--- config.mk ---
export PLATFORM = sky130hd
export DESIGN_NAME = emissor_talao
export DESIGN_NICKNAME = d
export VERILOG_FILES = /design/src/rtl/emissor_talao.sv
export SDC_FILE = /design/constraint.sdc
export NUM_CORES = 1
export LEC_CHECK = 0
export CORE_UTILIZATION = 40
export CTS_CLUSTER_SIZE = 40
export DETAILED_ROUTE_END_ITERATION = 10
export PLACE_DENSITY = 0.57
export REMOVE_ABC_BUFFERS = 1
export SYNTH_ARGS = -nofsm -noshare
export SYNTH_HDL_FRONTEND = slang
export SYNTH_SLANG_ARGS = --single-unit
export TNS_END_PERCENT = 5
--- constraint.sdc ---
create_clock -name clk -period 5.9 [get_ports clk]
set_input_delay 1.18 -clock clk [delete_from_list [all_inputs] [get_ports clk]]
set_output_delay 1.18 -clock clk [all_outputs]
set_load 0.01 [all_outputs]
--- src/rtl/emissor_talao.sv ---
// emissor_talao: buffers BCD item records in a FIFO and prints them plus a tax footer
// as an ASCII byte stream over a valid/ready handshake.
module emissor_talao #(
    parameter int MAX_ITENS = 8
) (
    input  logic                         clk,
    input  logic                         rst,
    input  logic                         item_valid,
    input  logic [1:0]                   produto,
    input  logic [3:0]                   BCDkg_decimal,
    input  logic [11:0]                  BCDkg_fracionario,
    input  logic [7:0]                   BCDeuros_decimal,
    input  logic [7:0]                   BCDeuros_fracionario,
    input  logic                         emissao_talao,
    input  logic [4:0]                   valor_taxa,
    input  logic                         tx_ready,
    output logic [7:0]                   tx_data,
    output logic                         tx_valid,
    output logic                         busy,
    output logic [$clog2(MAX_ITENS):0]   n_itens,
    output logic                         overflow
);
    localparam int AW = $clog2(MAX_ITENS);
    localparam int CW = AW + 1;

    typedef enum logic [1:0] {IDLE, LINHA, RODAPE, FIM} state_t;

    state_t        state_q, state_d;
    logic [33:0]   mem_q [MAX_ITENS];
    logic [AW-1:0] wr_ptr_q, wr_ptr_d, rd_ptr_q, rd_ptr_d;
    logic [CW-1:0] count_q, count_d;
    logic [3:0]    idx_q, idx_d;
    logic [4:0]    tax_q, tax_d;
    logic [7:0]    tx_data_q, tx_data_d;
    logic          tx_valid_q, tx_valid_d;
    logic          overflow_q, overflow_d;
    logic [33:0]   in_rec, head_rec, next_rec;
    logic          busy_w, full, push, pop, drop, xfer;

    function automatic logic [7:0] digit(input logic [3:0] n);
        return {4'h3, n};
    endfunction

    // Record layout: {produto, kg, kg fraction, euros, cents}
    function automatic logic [7:0] line_byte(input logic [33:0] r, input logic [3:0] i);
        logic [7:0] pc;
        pc = r[33:32] == 2'd1 ? 8'h42 : r[33:32] == 2'd2 ? 8'h4D :
             r[33:32] == 2'd3 ? 8'h54 : 8'h3F;
        case (i)
            4'd0:        line_byte = pc;
            4'd1, 4'd7:  line_byte = 8'h20;
            4'd2:        line_byte = digit(r[31:28]);
            4'd3, 4'd10: line_byte = 8'h2E;
            4'd4:        line_byte = digit(r[27:24]);
            4'd5:        line_byte = digit(r[23:20]);
            4'd6:        line_byte = digit(r[19:16]);
            4'd8:        line_byte = digit(r[15:12]);
            4'd9:        line_byte = digit(r[11:8]);
            4'd11:       line_byte = digit(r[7:4]);
            4'd12:       line_byte = digit(r[3:0]);
            default:     line_byte = 8'h0A;
        endcase
    endfunction

    function automatic logic [7:0] foot_byte(input logic [4:0] t, input logic [3:0] i);
        logic [1:0] tens;
        logic [3:0] units;
        tens  = t >= 5'd30 ? 2'd3 : t >= 5'd20 ? 2'd2 : t >= 5'd10 ? 2'd1 : 2'd0;
        units = 4'(t - 5'(tens) * 5'd10);
        case (i)
            4'd0:    foot_byte = 8'h58;
            4'd1:    foot_byte = 8'h20;
            4'd2:    foot_byte = digit({2'b00, tens});
            4'd3:    foot_byte = digit(units);
            default: foot_byte = 8'h0A;
        endcase
    endfunction

    assign in_rec   = {produto, BCDkg_decimal, BCDkg_fracionario, BCDeuros_decimal, BCDeuros_fracionario};
    assign head_rec = mem_q[rd_ptr_q];
    assign next_rec = mem_q[rd_ptr_q + AW'(1)];

    always_comb begin
        state_d    = state_q;
        idx_d      = idx_q;
        tax_d      = tax_q;
        tx_data_d  = tx_data_q;
        tx_valid_d = tx_valid_q;
        overflow_d = overflow_q;
        pop        = 1'b0;
        busy_w     = state_q != IDLE;
        full       = count_q == CW'(MAX_ITENS);
        push       = item_valid && !busy_w && !full;
        drop       = item_valid && (busy_w || full);
        xfer       = tx_valid_q && tx_ready;
        case (state_q)
            IDLE: if (emissao_talao) begin
                tax_d      = valor_taxa;
                idx_d      = 4'd0;
                tx_valid_d = 1'b1;
                // A record captured this very cycle heads the receipt when the FIFO is empty
                if (count_q != '0 || push) begin
                    state_d   = LINHA;
                    tx_data_d = line_byte(count_q != '0 ? head_rec : in_rec, 4'd0);
                end else begin
                    state_d   = RODAPE;
                    tx_data_d = foot_byte(valor_taxa, 4'd0);
                end
            end
            LINHA: if (xfer) begin
                if (idx_q == 4'd13) begin
                    pop   = 1'b1;
                    idx_d = 4'd0;
                    if (count_q == CW'(1)) begin
                        state_d   = RODAPE;
                        tx_data_d = foot_byte(tax_q, 4'd0);
                    end else begin
                        tx_data_d = line_byte(next_rec, 4'd0);
                    end
                end else begin
                    idx_d     = idx_q + 4'd1;
                    tx_data_d = line_byte(head_rec, idx_q + 4'd1);
                end
            end
            RODAPE: if (xfer) begin
                if (idx_q == 4'd4) begin
                    state_d    = FIM;
                    tx_valid_d = 1'b0;
                    tx_data_d  = 8'h00;
                    idx_d      = 4'd0;
                end else begin
                    idx_d     = idx_q + 4'd1;
                    tx_data_d = foot_byte(tax_q, idx_q + 4'd1);
                end
            end
            FIM: begin
                state_d    = IDLE;
                overflow_d = 1'b0;
            end
        endcase
        // A drop in the FIM cycle must not be lost to the clear
        if (drop) overflow_d = 1'b1;
        wr_ptr_d = push ? wr_ptr_q + AW'(1) : wr_ptr_q;
        rd_ptr_d = pop ? rd_ptr_q + AW'(1) : rd_ptr_q;
        count_d  = count_q + CW'(push) - CW'(pop);
    end

    always_ff @(posedge clk or negedge rst) begin
        if (!rst) begin
            state_q    <= IDLE;
            wr_ptr_q   <= '0;
            rd_ptr_q   <= '0;
            count_q    <= '0;
            idx_q      <= '0;
            tax_q      <= '0;
            tx_data_q  <= '0;
            tx_valid_q <= 1'b0;
            overflow_q <= 1'b0;
        end else begin
            state_q    <= state_d;
            wr_ptr_q   <= wr_ptr_d;
            rd_ptr_q   <= rd_ptr_d;
            count_q    <= count_d;
            idx_q      <= idx_d;
            tax_q      <= tax_d;
            tx_data_q  <= tx_data_d;
            tx_valid_q <= tx_valid_d;
            overflow_q <= overflow_d;
        end
    end

    always_ff @(posedge clk) begin
        if (push) mem_q[wr_ptr_q] <= in_rec;
    end

    assign tx_data  = tx_data_q;
    assign tx_valid = tx_valid_q;
    assign busy     = state_q != IDLE;
    assign n_itens  = count_q;
    assign overflow = overflow_q;
endmodule

==> results.json <==
{
  "status": "finished, final reports clean",
  "grt_overflow_total": 0,
  "netlist_top_cells_area": "edfxtp_1, mux4_2, dfrtp_1",
  "setup_viol": 0,
  "worst_pin_slew_ns": 1.07,
  "vias": 7185,
  "wirelength_mm": 28.8,
  "pre_cts_ws_ns": 2.24,
  "finalClockSkew_ns": 0.0333,
  "antennaDiodeCount": 0,
  "firstDrtPassIters": 5,
  "synth_cells": 763,
  "port_buffers": 57,
  "clock_sinks": 302,
  "cp_top_family": "flip-flops",
  "fin_crit_ns": 3.71,
  "hold_viol_final": 0,
  "numCtsBuffers": 34,
  "rows": 66,
  "routabilityCongestion": 0.857,
  "ir_worst_vdd_uv": 231,
  "grt_pass1_vias": 7399,
  "die_h_um": 184,
  "drt_iter0_markers": 579,
  "avgSynthCellArea_um2": 17.3,
  "ys_seq_area_share_pct": 67.6,
  "synthFlopType": "edfxtp_1",
  "die_w_um": 184,
  "yosys_warnings": 0,
  "power_frac_seq_pct": 46.2,
  "die_area_mm2": 0.0337,
  "ys_async_sr_fraction_pct": 9.93,
  "antenna_found_initial": 0,
  "arrival_ns": 4.11,
  "whs_ns": 0.484,
  "drc_errors": 0,
  "start_kind": "flop",
  "cts-hold-fix-buffers": 0,
  "ant_nets": 0,
  "cap_violations": 0,
  "switching_share_pct": 28.3,
  "post-dp-hpwl_mm": 16.9,
  "post-cts-setup-buffer-count": 0,
  "worstSetupPathType": "reg -> reg",
  "syn_area_mm2": 0.0132,
  "wl_per_cell_um": 22.3,
  "pin_count": 59,
  "grt_max_degree": 56,
  "critPathMaxStageDelay_ns": 0.96,
  "via_per_inst": 5.56,
  "clk_pin_slew_ns": 0.07,
  "hold_path.class": "reg -> reg",
  "power.share.combinational_pct": 19.9,
  "finalSetupTns_ns": 0,
  "rsz0062_at_grt": "false",
  "cp_slowest_cell": "dfrtp_4",
  "nets": 899,
  "ctsHtreeMaxLevel": 2,
  "synth.distinct_cells": 72,
  "clock_latency_ns": 0.53,
  "start_util_pct": 40.6,
  "synth-edff-count": 272,
  "max_freq_mhz": 270,
  "yosys-top-cells-count": "edfxtp_1, mux4_2, nand2_1",
  "cts_root_buffer": "clkbuf_16",
  "pwr-share-clk_pct": 33.9,
  "maxSlewHeadroom_pct": 28.4,
  "grtUsageTotal_pct": 17.6,
  "ctsResizeCount": 0,
  "path_cells": "buf_4 -> mux4_2 -> mux2i_1 -> ha_1 -> nand2b_1 -> a211oi_1 -> o221ai_1 -> nor3_1 -> o22ai_1",
  "core_area_mm2": 0.0325,
  "cp_max_fo": 52,
  "fin_crit_sh_pct": 62.9,
  "synth.top_cell.area_share_pct": 62.0,
  "post-synth-top-count-cell": "edfxtp_1",
  "worst_setup_path_end_kind": "flop",
  "p_sw_mw": 1.69,
  "synth_top_cell_by_area": "edfxtp_1",
  "p_total_mw": 5.96,
  "crit_buf_inv": 1,
  "internal_power_mw": 4.27,
  "yosys_register_bits": 302,
  "grt_first_pass_wirelength_mm": 44.3,
  "tritoncts": "done",
  "p_per_area_mw_per_mm2": 390,
  "drv_slew": 0,
  "fin_ws_ns": 2.19,
  "clk_path_buf_depth": 3,
  "drive_gt1_share_pct": 18.1,
  "critPathRequiredTime_ns": 6.30,
  "leakagePower_nw": 5.00,
  "area_delta_synth_final_pct": 15.9
}
-- registers in the layout, indices dropped and copies added, names as in the netlist --
signal    count
rd_ptr_q      3
overflow      1
tax_q         5
tx_valid      1
n_itens       4
mem_q       272
state_q       2
tx_data       7
wr_ptr_q      3
idx_q         4
-- worst reg2reg max path, delay by kind of cell, from the launching register on --
| family | cells | cell delay, ns |
|---|---|---|
| AND/OR/NAND/NOR | 2 | 0.38 |
| flip-flops | 1 | 0.96 |
| AO/OA/AOI/OAI | 3 | 0.58 |
| adder cells (fa/ha/maj) | 1 | 0.24 |
| buffers and inverters | 1 | 0.64 |
| multiplexers | 2 | 0.78 |
-- kinds of logic after synthesis --
family / after synthesis / share of synthesized area, %
DFF: 302 / 67.6
other: 1 / 0.0284
xor gates and xnor gates: 8 / 0.531
muxes: 122 / 15.4
AOI/OAI and AO/OA: 107 / 5.86
adders and majority gates: 30 / 2.92
buffers and inverters: 64 / 2.58
and+or+nand+nor: 129 / 5.02
-- cell usage in the layout, fill, tap and decap left out, types with 6 or more instances in the layout --
cell type and instances:
a211oi_1 6, nor2_1 16, mux4_1 6, mux4_2 55, dfrtp_1 28, clkdlybuf4s50_1 57, mux2_2 17, o22ai_1 6
nand2_1 46, nor3_1 7, o21ai_0 17, clkbuf_1 8, clkinv_2 6, edfxtp_1 272, buf_4 12, clkbuf_16 34
mux2i_1 43, nand3_1 8, o31ai_1 6, a21oi_1 11, ha_1 26, a22oi_1 10, o21ai_1 8, inv_1 22
-- worst paths after layout --
| kind | start | endpoint | slack [ns] | depth (start not counted) |
|---|---|---|---|---|
| setup reg to reg | rd_ptr_q[1]$_DFFE_PN0P_ | tx_data[2]$_DFFE_PN0P_ | 2.19 | 9 |
| setup / recovery | rd_ptr_q[1]$_DFFE_PN0P_ | tx_data[2]$_DFFE_PN0P_ | 2.19 | 9 |
| hold / removal | tx_data[6]$_DFFE_PN0P_ | tx_data[6]$_DFFE_PN0P_ | 0.48 | 1 |
| min in group asynchronous | rst | idx_q[2]$_DFFE_PN0P_ | 1.07 | 2 |
| hold reg to reg | tx_data[6]$_DFFE_PN0P_ | tx_data[6]$_DFFE_PN0P_ | 0.48 | 1 |
| max in group asynchronous | rst | rd_ptr_q[1]$_DFFE_PN0P_ | 4.47 | 2 |
-- through the flow --
step | utilization [%] | std cells | area, um2
final | 47.1 | 1293 | 15300
after global routing | 47.1 | 1293 | 15300
after CTS | 47.1 | 1293 | 15300
after detailed placement | 43.7 | 1233 | 14200
after global placement | 43.7 | 1233 | 14200
after floorplan | - | 722 | 12900
-- cell type report --
type,instances,area (um2)
clock inverter,18,199
fill,2733,17200
timing repair buffer,69,661
inverter,23,86.3
sequential,302,8930
multi-input combinational,397,3970
tap,442,553
clock buffer,42,881
-- per-layer routing --
layer / routed length, um / part of all wire [%] / track usage (%) / vias to the layer above
met3: 1720 / 6.0 / 3.53 / 51
met1: 12800 / 44 / 23.7 / 3689
li1: - / - / - / 3194
met4: 596 / 2.1 / 5.40 / 0
met5: 0 / 0 / 0 / -
met2: 13800 / 48 / 28.8 / 251
-- power by group through the flow --
stage	clock (mW)	combinational (mW)	sequential, mW
2_1_floorplan	0	0.712	2.78
3_3_place_gp	0	1.16	2.78
6_report	2.02	1.18	2.75
5_1_grt	2.15	1.30	2.78
4_1_cts	2.07	1.18	2.75
3_5_place_dp	0	1.17	2.80
No activity file was read; power rests on OpenSTA's default activity.
